### src/rtl/switch_out_arbiter.sv
// -----------------------------------------------------------------------------
// switch_out_arbiter
//   Round-robin arbiter and read sequencer for one egress port of the switch.
//   It watches the head-of-line header of every ingress FIFO, picks one whose
//   head packet targets PORT_ID, pops it with a single-cycle rd_en, captures the
//   FIFO's registered data_out and offers the packet on a valid/ready egress.
//
// Ports
//   clk, rst_n    clock, asynchronous active-low reset
//   fifo_empty    per-FIFO empty flag
//   fifo_header   per-FIFO head header, slice i = [8*i+7:8*i] = {source, target}
//   fifo_data     per-FIFO data_out, valid the cycle after its rd_en
//   fifo_rd_en    per-FIFO pop strobe, at most one bit high
//   out_valid     egress packet valid
//   out_data      egress packet
//   out_ready     egress accepts the packet
//   busy          high whenever the sequencer is not idle
//   grant_id      FIFO currently or last granted
//   pkt_count     packets delivered, wraps at 2^CNT_W
// -----------------------------------------------------------------------------
module switch_out_arbiter #(
   parameter int PKT_SIZE  = 16,
   parameter int NUM_PORTS = 4,
   parameter int PORT_ID   = 0,
   parameter int CNT_W     = 16
) (
   input  logic                          clk,
   input  logic                          rst_n,
   input  logic [NUM_PORTS-1:0]          fifo_empty,
   input  logic [NUM_PORTS*8-1:0]        fifo_header,
   input  logic [NUM_PORTS*PKT_SIZE-1:0] fifo_data,
   output logic [NUM_PORTS-1:0]          fifo_rd_en,
   output logic                          out_valid,
   output logic [PKT_SIZE-1:0]           out_data,
   input  logic                          out_ready,
   output logic                          busy,
   output logic [1:0]                    grant_id,
   output logic [CNT_W-1:0]              pkt_count
);

   typedef enum logic [1:0] {
      S_IDLE,
      S_READ,
      S_WAIT,
      S_SEND
   } state_t;

   localparam logic [3:0] PORT_TGT = 4'(PORT_ID);

   state_t                r_state;
   state_t                w_next_state;
   logic [1:0]            r_rr_ptr;
   logic [1:0]            r_grant_id;
   logic [PKT_SIZE-1:0]   r_out_data;
   logic [CNT_W-1:0]      r_pkt_count;

   logic [NUM_PORTS-1:0]  w_req;
   logic                  w_any_req;
   logic [1:0]            w_winner;
   logic                  w_unused_hdr;

   // Source nibbles of the headers are not needed for arbitration.
   assign w_unused_hdr = ^fifo_header;

   // A FIFO requests this port when it holds a packet whose target is PORT_ID.
   always_comb begin
      for (int i = 0; i < NUM_PORTS; i++) begin
         w_req[i] = !fifo_empty[i] && (fifo_header[8*i +: 4] == PORT_TGT);
      end
   end

   // Round-robin search starting at r_rr_ptr. Walking the offsets from the
   // highest down lets the lowest offset with a request overwrite the others,
   // so the first requester at or after the pointer wins.
   always_comb begin
      w_any_req = 1'b0;
      w_winner  = 2'd0;
      for (int k = NUM_PORTS - 1; k >= 0; k--) begin
         if (w_req[(int'(r_rr_ptr) + k) % NUM_PORTS]) begin
            w_any_req = 1'b1;
            w_winner  = 2'((int'(r_rr_ptr) + k) % NUM_PORTS);
         end
      end
   end

   // NOTE: sequential state uses non-blocking assignments so every register
   // samples the values from before the clock edge.
   always_ff @(posedge clk or negedge rst_n) begin
      if (!rst_n) begin
         r_state <= S_IDLE;
      end else begin
         r_state <= w_next_state;
      end
   end

   // NOTE: every output of this block gets a default first, otherwise a path
   // that skips an assignment would infer a latch.
   always_comb begin
      w_next_state = r_state;
      fifo_rd_en   = '0;
      case (r_state)
         S_IDLE: if (w_any_req) w_next_state = S_READ;
         S_READ: begin
            // Pop strobe comes from registered state, never from w_req, so a
            // header change after the pop cannot cause a second pop.
            fifo_rd_en[r_grant_id] = 1'b1;
            w_next_state           = S_WAIT;
         end
         S_WAIT: w_next_state = S_SEND;
         S_SEND: if (out_ready) w_next_state = S_IDLE;
         default: w_next_state = S_IDLE;
      endcase
   end

   always_ff @(posedge clk or negedge rst_n) begin
      if (!rst_n) begin
         r_rr_ptr    <= 2'd0;
         r_grant_id  <= 2'd0;
         r_out_data  <= '0;
         r_pkt_count <= '0;
      end else begin
         if (r_state == S_IDLE && w_any_req) begin
            r_grant_id <= w_winner;
         end
         // FIFO data_out became valid at the edge that ended READ.
         if (r_state == S_WAIT) begin
            r_out_data <= fifo_data[PKT_SIZE*int'(r_grant_id) +: PKT_SIZE];
         end
         // The pointer only moves past a grant once its packet is delivered.
         if (r_state == S_SEND && out_ready) begin
            r_pkt_count <= r_pkt_count + 1'b1;
            r_rr_ptr    <= 2'((int'(r_grant_id) + 1) % NUM_PORTS);
         end
      end
   end

   assign out_valid = (r_state == S_SEND);
   assign out_data  = r_out_data;
   assign busy      = (r_state != S_IDLE);
   assign grant_id  = r_grant_id;
   assign pkt_count = r_pkt_count;

endmodule

### config.mk
export PLATFORM = sky130hd
export DESIGN_NAME = switch_out_arbiter
export DESIGN_NICKNAME = d
export VERILOG_FILES = /design/src/rtl/switch_out_arbiter.sv
export SDC_FILE = /design/constraint.sdc
export NUM_CORES = 1
export LEC_CHECK = 0
export ABC_AREA = 1
export BUFFER_PORTS_ARGS = -buffer_cell sky130_fd_sc_hd__buf_4
export CORE_ASPECT_RATIO = 1.1
export CORE_MARGIN = 8
export CORE_UTILIZATION = 47
export DETAILED_ROUTE_END_ITERATION = 10
export PLACE_DENSITY = 0.87
export SLEW_MARGIN = 20
export SYNTH_ARGS = -nofsm -noshare
export SYNTH_HDL_FRONTEND = slang
export SYNTH_SLANG_ARGS = --single-unit
export TNS_END_PERCENT = 100
### constraint.sdc
create_clock -name clk -period 3.65 [get_ports clk]
set_input_delay 0.5475 -clock clk [delete_from_list [all_inputs] [get_ports clk]]
set_output_delay 0.5475 -clock clk [all_outputs]
set_load 0.02 [all_outputs]
# Word level (Yosys, flattened, before mapping)
# Index checks and enable logic that the tools add are counted.
# word_totals
output_inout_bits	40
inputBits	103
register_bits	38
wordCells	71
# op_classes
n_eq_ne	5
n_lt_le_gt_ge	6
shifts	1
addsub	5
mux	25
bitwise_logic	3
reduce_logical	21
# op_table
cell	n
$shiftx A64 B7 Y16	1
$add A16 B1 Y16 const B	1
$logic_not A4 Y1	4
$lt A3 B4 Y1 const B	3
$mux W1	12
$mux W2	6
$bmux W1 S2	4
$pmux W2 S4	1
$logic_and A1 B1 Y1	7
$lt A2 B3 Y1 const B	2
$reduce_or A2 Y1	3
$add A2 B1 Y2 const B	2
$add A2 B2 Y2 const B	2
$eq A2 B2 Y1 const B	2
$logic_not A1 Y1	4
$mux W4	1
$and A1 B1 Y1 const A	3
$demux W1 S2	1
$eq A2 B1 Y1 const B	1
$ge A2 B1 Y1 const B	1
$logic_not A2 Y1	1
$ne A2 B1 Y1 const B	1
$ne A2 B2 Y1 const B	1
$reduce_and A2 Y1	1
$reduce_bool A2 Y1	1

# Depth between registers and ports, before layout
# logic_depth
word_depth	12
ltp_mapped	12
mapped_depth_nobuf	12

# Worst setup path before layout
# OpenSTA, ideal clock, no wires.
# synth_timing
path_kind	register to output
from	register r_grant_id[1] (netlist: grant_id[1])
to	output fifo_rd_en[0]
path_stages_with_launch	7
slack_ns	1.647
required_time_ns	3.102
path_buffers	2
arrival_ns	1.455
path_cell_list	dfrtp_1 buf_2 clkinv_1 buf_1 ha_1 nand2_1 inv_1
# synth_via
elab_chain_cells	5
elab_cells_between_ends	6
cone_classes	order compare: 2; mux: 3; reduce/logical: 1
# synth_lines
element	line	text
start, declared	53	logic [1:0] r_grant_id;
start signal, assigned	123	r_grant_id <= w_winner;
$lt A2 B3 Y1 (not written as such) / $ge A2 B1 Y1 (equally long branches)	106	fifo_rd_en[r_grant_id] = 1'b1;
$logic_and A1 B1 Y1 (not written as such)	106	
$mux W1 (not written as such)	106	
$demux W1 S2 (*)	106	
$mux W4 (*)	101	case (r_state)
end, declared	32	output logic [NUM_PORTS-1:0] fifo_rd_en,
# Every way passes the cells marked *; elsewhere a longest branch is shown, timed or not.

# Worst setup path in the final report
# layout_timing
from	register r_grant_id[0] (netlist: grant_id[0])
to	output fifo_rd_en[0]
# The elaborated chain is that of the path after synthesis.

==> key figures <==
Synth
  – Largest area contributor in the netlist: dfrtp_1
  – Async set-reset flop share out of synthesis: 100%
  – Top-count cell post-synth: nor2_1
  – Syn avg cell area: between 7 and 8 um^2
  – Post-synth EDFFs: 0
  – Share of the synthesized area in the top cell type: 39.5%
  – Distinct cells, synth: 28
  – Synthesis warning total: 0
  – Seq/Total Area, Yosys: just under 40%
  – Seq cells post-synth: 38
  – Post-synth top cells: nor2_1 (96), nand2_1 (39), dfrtp_1 (38)
  – Main synth FF type: dfrtp_1
  – Cell area after synthesis: between 2000 and 2500 um^2
  – Post-Synthesis Cells: 323
  – Main area contributors after synthesis: dfrtp_1 (40%), nor2_1 (15%), o21ai_0 (7.3%), nand2_1 (6.1%), ha_1 (5.2%)
  – Mapped Nets: 436

Placed design
  – Routability cong.: 0.874
  – HPWL after DPL: 5.62 mm
  – Placed Area: about 3400 um^2
  – Buffers on Ports: 126
  – Dpl cells: 495
  – Dpl ws: 1.58 ns

Final layout
  – Fraction of layout cells with a size suffix above 1: 33.7%
  – Area grow syn2layout: 45.6%
  – Antenna Cells: 0
  – Post-route cell area: 3500 um^2
  – Fill cells: 413
  – Final core occ: 70.5%
  – Fin cells: ~500
  – Final nets: 557

GRT
  – Total gr overflow: 0
  – Overall global routing resource usage: 18.6%
  – Vias in the first global route: 2572
  – Initial antenna violation count: 0
  – First-pass GRT wire length: 11.9 mm
  – Pin count of the biggest net entering global routing: 39

Critical path
  – Critical Path RT: a little over 3 ns
  – Critical path cell sequence: inv_1, ha_1, nand2_1, inv_1, buf_4
  – Most common cell on crit path: inv_1
  – Slowest cell delay on critical path: 0.61 ns
  – CP max-delay cell: inv_1
  – Cell count of the worst reg-to-reg path: 9
  – Setup CP Type: reg -> out
  – Worst Setup Start Kind: flip-flop
  – Critical Path AT: between 1.5 and 2 ns
  – Launch point of the worst reg-to-reg path: r_state[0]$_DFFE_PN0P_
  – Worst Path Max Fanout: 34
  – Critical Path Sink Type: output port
  – Worst reg2reg path endpoint: pkt_count[15]$_DFFE_PN0P_
  – R2r setup slk: 1.76 ns

STA
  – Final cycle utilization of the critical path: 64.2%
  – Setup Skew: 0.00760 ns
  – Final WS setup: between 1 and 1.5 ns
  – Worst slew pin tran: about 0.85 ns
  – RSZ-0062 raised after global routing: no
  – Setup violators final: 0
  – Setup TNS: 0 ns
  – Slew margin rel.: 43.5%
  – Max Fclk: approximately 430 MHz
  – Min Tclk post-route: 2.34 ns
  – Fin. Hold Viols: 0
  – Pins Over Slew Limit: 0

Route
  – Post-route DRC: 0
  – DR iter-0 viols: 106
  – Drt total wl: 7.23 mm
  – Router iterations before antenna repair: 4
  – Detail-routed via count per cell: between 5 and 6
  – WL per Instance: 14.4 um
  – Vias: 2548
  – Antenna Nets Post-Route: 0

Power
  – Sw frac: 46.6%
  – Switching power: 1.20 mW
  – Clock group share of total power: a little over an eighth
  – Comb pwr share: between 50% and 60%
  – Max IR drop VDD: 0.000394 V
  – PwrDens: 737 nW/um^2
  – Reg power frac: 27.4%
  – Int Pwr: approximately 1.4 mW
  – Pleak: 1.87 nW

Floorplan
  – I/O pin count: 143
  – Die Wd: 84.2 um
  – CORE AREA: 4970 um^2
  – Initial Util: 48.5%
  – Die ar.: 7670 um^2
  – Die Y: 91.0 um
  – Core Rows: 27

Clock network
  – Post-CTS setup buffer count: 0
  – CTS resizes: 0
  – Cts hold-fix bufs: 0
  – Max clock buf depth: 2
  – TritonCTS sink count: 38
  – Number of H-tree levels: 2
  – Total CTS buffers: 5
  – CTS clk-pin slew, worst paths: around 0.08 ns
  – Skew-Pair Late Insertion Delay: 0.28 ns
  – Root Buffer: clkbuf_8
  – CTS tree: built

Job
  – Max Cap Viol: 0

Hold path
  – HP Class: in -> async

Status
  – Outcome: completed
worst max-delay path: cells and delay by family (launching register included):
| family | cells | cell delay [ns] |
|---|---|---|
| simple gates | 1 | 0.05 |
| flops | 1 | 0.38 |
| buf+inv | 3 | 0.79 |
| fa+ha+maj | 1 | 0.27 |
final cells by class:
cell class                      instances  area [um^2]  area share [%]
Clock buffer                            5         68.8            1.96
Sequential cell                        38          951            27.2
Clock inverter                          3         40.0            1.14
Timing Repair Buffer                  129          976            27.9
Tap cell                               58         72.6            2.07
Inverter                               24         90.1            2.57
Multi-Input combinational cell        246         1300            37.2
stage by stage:
step	hold slack (ns)	total power, mW
after detailed placement	0.463	2.25
after floorplan	0.252	1.71
after global placement	0.464	2.18
final	0.220	2.58
after CTS	0.232	2.60
after global routing	0.251	2.80
worst max-delay path by stage:
stage          depth (start not counted)            end  slack [ns]               startpoint
2_1_floorplan                          6  fifo_rd_en[0]        1.65  grant_id[1]$_DFFE_PN0P_
6_report                               5  fifo_rd_en[0]        1.31  grant_id[0]$_DFFE_PN0P_
4_1_cts                                5  fifo_rd_en[2]        1.26  grant_id[0]$_DFFE_PN0P_
3_3_place_gp                           5  fifo_rd_en[0]        1.59  grant_id[0]$_DFFE_PN0P_
3_5_place_dp                           5  fifo_rd_en[2]        1.58  grant_id[0]$_DFFE_PN0P_
5_1_grt                                5  fifo_rd_en[0]        1.10  grant_id[0]$_DFFE_PN0P_
kinds of logic after synthesis:
group	after synthesis	synth area share [%]
adder cells (fa/ha/maj)	10	5.20
flip-flops	38	39.5
XOR/XNOR	16	5.82
AO/OA/AOI/OAI	55	12.3
AND/OR/NAND/NOR	164	30.4
multiplexers	1	0.468
buffers and inverters	39	6.29
metal layers:
metal	global-route usage, %	up-vias	wire [um]
li1	-	1283	-
met1	19.8	1172	2880
met2	34.2	85	3770
met3	5.54	8	470
met4	5.48	0	107
met5	0	-	0
cells in the final DEF (no fill, tap or decap), drive strengths merged, types with 2 or more instances in the layout:
cell type  netlist  final
o21ai           37     37
inv             23     23
a31oi           16     16
buf              5    129
nor3             3      3
xor2            13     13
a21oi            2      2
nand3b           3      3
ha              10     10
xnor2            3      3
clkbuf          10      5
nand2           40     40
clkinv           1      3
nor2            99     99
nand3           19     19
dfrtp           38     38
registers in the layout (all words and copies together), names as in the netlist:
signal	cells
grant_id	2
out_data	16
pkt_count	16
r_rr_ptr	2
r_state	2
power by group through the flow:
| stage | registers, mW | clock network [mW] | logic (mW) |
|---|---|---|---|
| 2_1_floorplan | 0.860 | 0 | 0.845 |
| 3_3_place_gp | 0.709 | 0 | 1.47 |
| 3_5_place_dp | 0.716 | 0 | 1.53 |
| 4_1_cts | 0.709 | 0.356 | 1.54 |
| 5_1_grt | 0.730 | 0.373 | 1.70 |
| 6_report | 0.708 | 0.349 | 1.52 |
Note: power is estimated with default switching activity, not from simulation.
